$ cat src/rtl/pc_sequencer.sv
// pc_sequencer
//
// Multi-cycle instruction sequencer. It owns the program counter's control
// inputs and steps every instruction through FETCH / DECODE / EXEC / WB. In WB
// it issues exactly one PC action: increment, relative branch or absolute jump.
// After reset it spends one cycle in RST and loads RESET_VEC into the PC.
//
// Optional feature, enabled by defining the macro PC_TRAP_EN:
//   adds input trap_req and output epc. A trap latched at the end of EXEC has
//   top priority in WB. It loads TRAP_VEC, saves pc_cur + 1 in epc and
//   overrides a halt for that instruction.
//
// Ports:
//   clk          in   1       system clock, rising edge
//   rst          in   1       synchronous, active-high reset
//   mem_ready    in   1       instruction memory data valid for the current fetch
//   stall        in   1       hold the sequencer in DECODE / EXEC
//   branch_taken in   1       conditional branch taken (sampled at EXEC exit)
//   branch_off   in   WORD_W  signed offset relative to the next instruction
//   jump_req     in   1       absolute jump (sampled at EXEC exit)
//   jump_target  in   WORD_W  jump destination
//   halt         in   1       halt after this instruction (sampled at EXEC exit)
//   trap_req     in   1       trap request, PC_TRAP_EN only (sampled at EXEC exit)
//   pc_cur       in   WORD_W  current PC value
//   pc_load      out  1       PC load strobe
//   pc_offset    out  1       PC add strobe
//   pc_data      out  WORD_W  PC load value or addend
//   fetch_req    out  1       instruction fetch request
//   ir_load      out  1       instruction register capture strobe
//   timer        out  4       one-hot phase: bit0 FETCH, bit1 DECODE, bit2 EXEC, bit3 WB
//   halted       out  1       sequencer halted
//   epc          out  WORD_W  PC + 1 of the trapping instruction, PC_TRAP_EN only
//   retired      out  16      retired instruction count, wraps at 16 bits
//
// All outputs come straight from flops. Their next values are derived from the
// next state, so each output is aligned with the state it describes.

module pc_sequencer #(
    parameter int unsigned       WORD_W    = 16,
    parameter logic [WORD_W-1:0] RESET_VEC = 16'h0000,
    parameter logic [WORD_W-1:0] TRAP_VEC  = 16'h0004
) (
    input  logic              clk,
    input  logic              rst,
    input  logic              mem_ready,
    input  logic              stall,
    input  logic              branch_taken,
    input  logic [WORD_W-1:0] branch_off,
    input  logic              jump_req,
    input  logic [WORD_W-1:0] jump_target,
    input  logic              halt,
`ifdef PC_TRAP_EN
    input  logic              trap_req,
    output logic [WORD_W-1:0] epc,
`endif
    input  logic [WORD_W-1:0] pc_cur,
    output logic              pc_load,
    output logic              pc_offset,
    output logic [WORD_W-1:0] pc_data,
    output logic              fetch_req,
    output logic              ir_load,
    output logic [3:0]        timer,
    output logic              halted,
    output logic [15:0]       retired
);

    typedef enum logic [2:0] {
        StRst,
        StFetch,
        StDecode,
        StExec,
        StWb,
        StHalted
    } state_e;

    state_e state_q, state_d;

    // Set while rst is held. It marks the single post-reset cycle in which
    // RST issues the RESET_VEC load.
    logic boot_q;

    // Control captured when EXEC completes. It decides where WB goes next.
    logic halt_q, halt_d;
    logic trap_hit;

    logic              pc_load_q, pc_load_d;
    logic              pc_offset_q, pc_offset_d;
    logic [WORD_W-1:0] pc_data_q, pc_data_d;
    logic              fetch_req_q, fetch_req_d;
    logic              ir_load_q, ir_load_d;
    logic [3:0]        timer_q, timer_d;
    logic              halted_q, halted_d;
    logic [15:0]       retired_q, retired_d;

    logic exec_done;
    logic rst_pulse;

    assign exec_done = (state_q == StExec) && !stall;
    assign rst_pulse = (state_q == StRst) && boot_q;

`ifdef PC_TRAP_EN
    logic              trap_q, trap_d;
    logic [WORD_W-1:0] epc_q, epc_d;

    assign trap_hit = trap_q;
    assign epc      = epc_q;
`else
    assign trap_hit = 1'b0;

    // pc_cur only feeds epc, which exists only with the trap feature.
    logic unused_pc_cur;
    assign unused_pc_cur = ^pc_cur;
`endif

    // ------------------------------------------------------------------
    // State register (also holds every registered output and latch)
    // ------------------------------------------------------------------
    always_ff @(posedge clk) begin
        if (rst) begin
            state_q     <= StRst;
            boot_q      <= 1'b1;
            halt_q      <= 1'b0;
            pc_load_q   <= 1'b0;
            pc_offset_q <= 1'b0;
            pc_data_q   <= '0;
            fetch_req_q <= 1'b0;
            ir_load_q   <= 1'b0;
            timer_q     <= 4'b0000;
            halted_q    <= 1'b0;
            retired_q   <= 16'h0000;
`ifdef PC_TRAP_EN
            trap_q      <= 1'b0;
            epc_q       <= '0;
`endif
        end else begin
            state_q     <= state_d;
            boot_q      <= 1'b0;
            halt_q      <= halt_d;
            pc_load_q   <= pc_load_d;
            pc_offset_q <= pc_offset_d;
            pc_data_q   <= pc_data_d;
            fetch_req_q <= fetch_req_d;
            ir_load_q   <= ir_load_d;
            timer_q     <= timer_d;
            halted_q    <= halted_d;
            retired_q   <= retired_d;
`ifdef PC_TRAP_EN
            trap_q      <= trap_d;
            epc_q       <= epc_d;
`endif
        end
    end

    // ------------------------------------------------------------------
    // Next-state logic
    // ------------------------------------------------------------------
    always_comb begin
        state_d = state_q;
        case (state_q)
            // Stay one more cycle after rst drops to issue the RESET_VEC load.
            StRst:    state_d = boot_q ? StRst : StFetch;
            StFetch:  if (mem_ready) state_d = StDecode;
            StDecode: if (!stall) state_d = StExec;
            StExec:   if (!stall) state_d = StWb;
            // A trap overrides a halt in the same instruction.
            StWb:     state_d = (halt_q && !trap_hit) ? StHalted : StFetch;
            StHalted: state_d = StHalted;
            default:  state_d = StRst;
        endcase
    end

    // ------------------------------------------------------------------
    // Output / latch next values
    // ------------------------------------------------------------------
    always_comb begin
        pc_load_d   = 1'b0;
        pc_offset_d = 1'b0;
        pc_data_d   = '0;
        fetch_req_d = (state_d == StFetch);
        ir_load_d   = (state_q == StFetch) && mem_ready;
        halted_d    = (state_d == StHalted);
        halt_d      = halt_q;
        retired_d   = retired_q;

        case (state_d)
            StFetch:  timer_d = 4'b0001;
            StDecode: timer_d = 4'b0010;
            StExec:   timer_d = 4'b0100;
            StWb:     timer_d = 4'b1000;
            default:  timer_d = 4'b0000;
        endcase

        // The WB action is decided from live EXEC inputs at the EXEC exit edge.
        // It is captured directly into the strobe and data flops, so only the
        // halt/trap bits need separate latches.
        if (rst_pulse) begin
            pc_load_d = 1'b1;
            pc_data_d = RESET_VEC;
        end else if (exec_done) begin
            halt_d = halt;
`ifdef PC_TRAP_EN
            if (trap_req) begin
                pc_load_d = 1'b1;
                pc_data_d = TRAP_VEC;
            end else
`endif
            if (jump_req) begin
                pc_load_d = 1'b1;
                pc_data_d = jump_target;
            end else if (branch_taken) begin
                pc_offset_d = 1'b1;
                pc_data_d   = branch_off + WORD_W'(1);
            end else begin
                pc_offset_d = 1'b1;
                pc_data_d   = WORD_W'(1);
            end
        end

        // An instruction retires as its PC update commits at the WB exit edge.
        if (state_q == StWb) begin
            retired_d = retired_q + 16'd1;
        end
    end

`ifdef PC_TRAP_EN
    always_comb begin
        trap_d = trap_q;
        epc_d  = epc_q;
        if (exec_done) begin
            trap_d = trap_req;
        end
        if ((state_q == StWb) && trap_q) begin
            epc_d = pc_cur + WORD_W'(1);
        end
    end
`endif

    assign pc_load   = pc_load_q;
    assign pc_offset = pc_offset_q;
    assign pc_data   = pc_data_q;
    assign fetch_req = fetch_req_q;
    assign ir_load   = ir_load_q;
    assign timer     = timer_q;
    assign halted    = halted_q;
    assign retired   = retired_q;

endmodule

$ cat config.mk
export PLATFORM = sky130hd
export DESIGN_NAME = pc_sequencer
export DESIGN_NICKNAME = d
export VERILOG_FILES = /design/src/rtl/pc_sequencer.sv
export SDC_FILE = /design/constraint.sdc
export NUM_CORES = 1
export LEC_CHECK = 0
export CORE_MARGIN = 2
export CORE_UTILIZATION = 36
export CTS_CLUSTER_SIZE = 24
export DETAILED_ROUTE_END_ITERATION = 12
export GPL_TIMING_DRIVEN = 0
export PLACE_DENSITY = 0.84
export REMOVE_ABC_BUFFERS = 1
export SLEW_MARGIN = 20
export SYNTH_ARGS = -nofsm -noshare
export SYNTH_HDL_FRONTEND = slang
export SYNTH_SLANG_ARGS = --single-unit
$ cat constraint.sdc
create_clock -name clk -period 1.95 [get_ports clk]
set_input_delay 0.39 -clock clk [delete_from_list [all_inputs] [get_ports clk]]
set_output_delay 0.39 -clock clk [all_outputs]
set_load 0.1 [all_outputs]
# After elaboration in Yosys (flattened, before gate mapping)
# Cells that the tools add are included.
# totals
wordCells	46
latchBits	0
mem_count	0
inputBits	55
mem_bits_ro	0
reg_bits	46
out_inout_bits	41
mem_bits_rw	0
# op_classes
magnitude_cmp	0
multipliers	0
bitwise_logic	2
addsub	2
div_mod_pow	0
n_reduce_logical	7
eq_ne	10
n_shift	0
muxes	14
# op_table
op	n
adder 16 x 1 -> 16 bit, second input constant	2
2-to-1 mux 16 bit	2
one-hot mux 3 bit (6 select lines)	1
one-hot mux 4 bit (4 select lines)	1
equality test 3 x 2 -> 1 bit, second input constant	4
equality test 3 bit, second input constant	4
2-to-1 mux 3 bit	4
equality test 3 x 1 -> 1 bit, second input constant	2
2-to-1 mux 1 bit	6
logical AND 1 bit	3
logical NOT 3 bit	1
OR reduction 3 bit	1
inverter 1 bit	2
AND reduction 2 bit	1
logical NOT 1 bit	1

# Longest topological paths before layout
# Gate-level depths: netlist of the first run.
# depth
ltp_word	4
depth_mapped	7
mapped_depth_nobuf	5

# Least setup slack after synthesis of the first run
# Ideal clock, no wire load.
# synth_timing
kind	flip-flop to flip-flop
startpoint	reg retired_q[0] (netlist: retired[0])
endpoint	reg retired_q[12] (netlist: retired[12])
t_arrival_ns	2.405
synth_period_minus_slack_ns	2.476
setup_ns	0.070
n_path_buf	1
path_stages_with_launch	7
t_required_ns	1.880
path_slack_ns	-0.526
path_cell_list	dfxtp_1 > ha_1 > and2_1 > or4b_1 > buf_2 > or3_1 > a21oi_1
# synth_via
elab_chain_len	1
# synth_rtl
item	line	rtl
start, declared	93	logic [15:0] retired_q, retired_d;
start signal, assigned	146	retired_q <= retired_d;
adder 16 x 1 -> 16 bit	221	retired_d = retired_q + 16'd1;
# Every way passes these cells.
# A chain may end at the register's enable or synchronous reset.

# Worst setup path after layout of the first run
# layout_timing
startpoint	reg state_q[0]
endpoint	reg retired_q[13] (netlist: retired[13])
# layout_via
elab_chain_len	1
# layout_rtl
item	line	rtl
start, declared	76	state_e state_q, state_d;
start signal, assigned	120	state_q <= StRst;
start signal, assigned	136	state_q <= state_d;
equality test 3 bit	220	if (state_q == StWb) begin
# Every way passes these cells.

==> results of run 1 <==
## cell type report
class	instances	area [sq um]	share of cell area, %
clock inverter	3	65.1	2.15
tap	72	90.1	2.98
sequential	45	910	30.1
multi-input combinational	160	1060	35.1
inverter	10	37.5	1.24
timing repair buffer	87	790	26.1
clock buffer	5	68.8	2.28
## state kept, by name, summed over array words and instances (netlist names)
| signal | flops |
|---|---|
| pc_data | 16 |
| retired | 16 |
| state_q | 3 |
| timer | 3 |
| boot_q | 1 |
| fetch_req | 1 |
| halt_q | 1 |
| halted | 1 |
| ir_load | 1 |
| pc_load | 1 |
| pc_offset | 1 |
## Yosys cell counts (9+ instances only)
| library cell | count |
|---|---|
| nand2_1 | 12 |
| nand3_1 | 15 |
| nor3_1 | 9 |
| dfxtp_1 | 45 |
| nor2_1 | 25 |
| o2bb2ai_1 | 10 |
| a21oi_1 | 11 |
| inv_1 | 10 |
| xnor2_1 | 16 |
| o21ai_0 | 10 |
## kinds of logic (layout without fill, tap and decap cells)
logic type | count (synthesis) | count (layout) | synth area share, %
and+or+nand+nor | 94 | 94 | 24.5
DFF | 45 | 45 | 45.5
AOI/OAI and AO/OA | 40 | 40 | 13.3
xor gates and xnor gates | 21 | 21 | 9.28
buffers and inverters | 21 | 105 | 4.67
muxes | 3 | 3 | 1.58
adders and majority gates | 2 | 2 | 1.26
## stage by stage
step                      setup TNS (ns)  instances  hold WS, ns  utilization, %  area (sq um)
after floorplan                    -3.49        215        0.418               -          1930
after global placement             -9.32        366        0.466            51.9          2810
after detailed placement          -10.24        366        0.494            51.9          2810
after CTS                              0        379        0.503            55.1          2980
after global routing             -0.0891        382        0.534            55.9          3020
final                                  0        382        0.502            55.9          3020
## repair_timing
action,in CTS,in global routing
setup buffers,5,3
setup endpoints to repair,59,26
pin swaps,2,6
gates resized for setup,69,22
## metal layers
metal	vias to the layer above	share of wire (%)	wire length [um]	global-route usage, %
met4	0	1.3	63	4.91
met1	900	41	1980	17.4
li1	960	-	-	-
met5	-	0	0	0
met2	103	47	2300	28.1
met3	10	11	517	6.09
## where the power goes
part	total [W]	internal [W]	switching [W]
Combinational	0.000283	0.000119	0.000164
Clock	0.000814	0.000509	0.000306
Sequential	0.000937	0.000930	0.00000676
Total	0.00203	0.00156	0.000476
## worst min-delay path by stage
stage	startpoint	to	slack, ns
after floorplan	rst	boot_q	0.42
after global placement	retired[15]	retired[15]	0.47
after detailed placement	retired[15]	retired[15]	0.49
after CTS	retired[15]	retired[15]	0.50
after global routing	retired[15]	retired[15]	0.53
final	retired[15]	retired[15]	0.50
## worst min-delay path: cells and delay by family (launching register included)
| kind | cells | cell delay (ns) |
|---|---|---|
| AO/OA/AOI/OAI | 2 | 0.13 |
| flip-flops | 1 | 0.32 |
==> results.yml, run 1 <==
clock_tree:
  cts.reportedPaths.clkPinSlew_ns: 0.08
  cts_hold_buf: 0
  clock-root-buffer: "clkbuf_8"
  cts_tree: "yes"
  clk_path_buf_depth: 2
  cts_made_buffers: 5
  cts.sinks: 45
  htree_num_levels: 2
  worstSkewPairLatency_ns: 0.30
floorplanning:
  die_w_um: 78.2
  std_cell_rows: 27
  core-area_sq_um: 5410
  initial_core_util_pct: 36.7
  fp.dieH_um: 78.2
  ios: 96
  die_area_sq_um: 6110
yosys:
  netlist_instances: 226
  ys_top_cells_by_area: "dfxtp_1, xnor2_1, nor2_1"
  synth_area_per_cell_sq_um: 8.77
  syn-cell-area_sq_um: 1980
  synthArstFlopShare_pct: 0
  synth_seq_cells: 45
  yosysTopAreaCell: "dfxtp_1"
  ys.flop_type: "dfxtp_1"
  synth_edf_count: 0
  synth_top_area_share_pct: 45.5
  synth.distinct_cells: 40
  ys_warn_count: 0
  yosysSeqAreaShare_pct: 45.5
placement:
  io_buffers: 79
  gp_congestion: 0.791
  place_ws_ns: -0.736
  dp_hpwl_mm: 3.57
sta:
  slew_viol_final: 0
  setup_viol: 0
  rsz0062_at_grt: "true"
  final.period_utilization_pct: 98.6
  skew_ns: 0.00757
  slew_headroom_pct: 34.0
  finalCriticalPeriod_ns: 1.92
  worst_slew_pin_slew_ns: 0.990
  final.setup.worst_slack_ns: 0.0281
  hold_viol: 0
  fmax_mhz: 520
detailed_routing:
  wl_per_cell_um: 12.7
  drc: 0
  drt_iter0_drc: 63
  dr.pass1.iters: 4
  avgViaCountPerCell: 5.16
  drtAntennaViolNets: 0
  drt_wl_total_mm: 4.86
  vias: 1973
worst_setup_path:
  critPathLaunch: "state_q[0]"
  endpoint: "retired[13]"
  rr_startpoint: "state_q[0]"
  path_class: "reg2reg"
  r2r-end: "retired[13]"
  critPathRequiredTime_ns: 2.13
  end_kind: "register"
  crit_chain: "or3b_4 -> or4_4 -> nor2_2 -> mux2_2"
  cpMaxStageDelayCell: "or4_4"
  critPathMaxStageDelay_ns: 0.60
  critical_path_cell_count: 4
  regToRegSetupSlack_ns: 0.03
  crit_fanout: 7
  path_buf_inv: 0
  critPathTopFamily: "simple AND/OR/NAND/NOR gates"
  arrival_ns: 2.11
  startpoint_type: "register"
  r2r_cells: 4
grt:
  grt_overflow: 0
  grt_max_degree: 28
  grt_first_pass_wirelength_mm: 7.76
  antenna_found_initial: 0
  grt_pass1_vias: 1784
  grt.total_usage_pct: 15.8
cells_and_area:
  syn_to_final_growth_pct: 52.3
  final_cell_mix: "dfxtp_1, clkdlybuf4s50_1, dlygate4sd2_1, nor2_1, xnor2_1"
  final_nets: 366
  nFillCells: 510
  mostFrequentLayoutCell: "dfxtp_1"
  drive_above_1_share_pct: 15.5
  diodes: 0
worst_hold_path:
  min_path_type: "reg2reg"
  min_path_cells: 2
power_and_ir_drop:
  powerDensity_nw_per_um2: 674
  finalPower_w: 0.00203
  worst_ir_drop_vdd_mv: 0.286
  power.leakage_nw: 1.19
flow_run:
  cap_violations: 0
outcome:
  outcome: "completed"
Note: power is estimated with default switching activity, not from simulation.
==> run 2: changes to the inputs <==
Settings changed: CAP_MARGIN set to 5.
==> results of run 2 <==
Same layout as run 1: the final DEF is identical, and so are final timing and power.
==> run 3: changes to the inputs <==
Settings changed: HOLD_SLACK_MARGIN set to 0.02, SLEW_MARGIN 20 to 40.
==> results.yml, run 3 (synthesis results as in run 1) <==
outcome:
  outcome: "completed"
sta:
  finalCriticalPeriod_ns: 1.94
  rsz0062_at_grt: "true"
  holdWs_ns: 0.489
  slew_headroom_pct: 58.4
  slew_viol_final: 0
  hold_viol: 0
  final.setup.worst_slack_ns: 0.0112
  skew_ns: 0.00347
  setup_viol: 0
  worst_slew_pin_slew_ns: 0.623
  fmax_mhz: 516
  final.period_utilization_pct: 99.4
worst_setup_path:
  critical_path_cell_count: 4
  arrival_ns: 2.17
  crit_fanout: 7
  critPathTopFamily: "simple AND/OR/NAND/NOR gates"
  path_class: "reg2reg"
  r2r_cells: 4
  end_kind: "register"
  startpoint_type: "register"
  critPathMaxStageDelay_ns: 0.60
  cpMaxStageDelayCell: "or4_4"
  crit_chain: "or3b_4 -> or4_4 -> or3_4 -> a21oi_2"
  path_buf_inv: 0
  critPathRequiredTime_ns: 2.18
worst_hold_path:
  min_path_cells: 1
  min_path_type: "in2reg"
clock_tree:
  clock-root-buffer: "clkbuf_8"
  htree_num_levels: 2
  worstSkewPairLatency_ns: 0.29
  cts_tree: "yes"
  clk_path_buf_depth: 2
  cts.sinks: 45
  cts.reportedPaths.clkPinSlew_ns: 0.08
  cts_made_buffers: 5
cells_and_area:
  final_nets: 365
  final_cell_mix: "dfxtp_1, buf_2, clkdlybuf4s50_1, nor2_1, xnor2_1"
  syn_to_final_growth_pct: 43.6
  drive_above_1_share_pct: 24.6
  final_cells: 381
  diodes: 0
grt:
  grt_first_pass_wirelength_mm: 7.83
  antenna_found_initial: 0
  grt_pass1_vias: 1803
  grt_max_degree: 28
  grt_overflow: 0
  grt.total_usage_pct: 15.7
placement:
  dp.cells: 366
  place_ws_ns: -0.652
  gp_congestion: 0.791
  dp_hpwl_mm: 3.57
  io_buffers: 79
detailed_routing:
  avgViaCountPerCell: 5.10
  drt_iter0_drc: 95
  drtAntennaViolNets: 0
  drt_wl_total_mm: 4.77
  vias: 1944
  wl_per_cell_um: 12.5
  drc: 0
  dr.pass1.iters: 4
power_and_ir_drop:
  worst_ir_drop_vdd_mv: 0.350
  power.leakage_nw: 1.13
  powerDensity_nw_per_um2: 682
flow_run:
  cap_violations: 0
floorplanning:
  initial_core_util_pct: 36.7
  die_area_sq_um: 6110
  ios: 96
  std_cell_rows: 27
  core-area_sq_um: 5410
  fp.dieH_um: 78.2
  die_w_um: 78.2
==> run 3: timing repair <==
| item | 4_1_cts | 5_1_grt |
|---|---|---|
| buffers inserted | 5 | 2 |
| hold buffers | 0 | 0 |
| gates cloned | 0 | 0 |
| gates resized for setup | 10 | 11 |
| pin swaps | 2 | 10 |
| endpoints found under the setup margin | 18 | 13 |
==> run 3: final timing paths <==
kind,start,to,slack [ns]
worst max-delay path,state_q[1],retired[9],0.01
worst min-delay path,rst,boot_q,0.49
worst max register to register,state_q[1],retired[9],0.01
worst min register to register,retired[1],retired[1],0.50
==> run 3: final cells by class <==
class | instances | area [sq um]
timing repair buffer | 86 | 633
inverter | 10 | 37.5
tap | 72 | 90.1
fill | 513 | 2560
multi-input combinational | 160 | 1050
clock buffer | 6 | 82.6
sequential | 45 | 912
clock inverter | 2 | 37.5
==> run 3: through the flow <==
| step | power, W | utilization [%] | instance area (sq um) | TNS [ns] |
|---|---|---|---|---|
| after CTS | 0.00196 | 51.5 | 2780 | 0 |
| after global routing | 0.00203 | 52.7 | 2850 | -0.131 |
| final | 0.00194 | 52.7 | 2850 | 0 |
| after detailed placement | 0.00123 | 48.1 | 2600 | -8.39 |
| after floorplan | 0.00110 | - | 1930 | -3.49 |
| after global placement | 0.00123 | 51.9 | 2810 | -9.32 |
==> run 3: power by group <==
part	total (W)	internal [W]	switching [W]
clock network	0.000728	0.000417	0.000311
registers	0.000936	0.000929	0.00000640
logic	0.000277	0.000115	0.000162
total	0.00194	0.00146	0.000479
==> run 3: metal layers <==
metal	up-vias	share of wire (%)	global-route usage, %
li1	959	-	-
met1	885	42	18.8
met2	88	47	26.4
met3	12	9.9	5.75
met4	0	1.5	4.56
met5	-	0	0
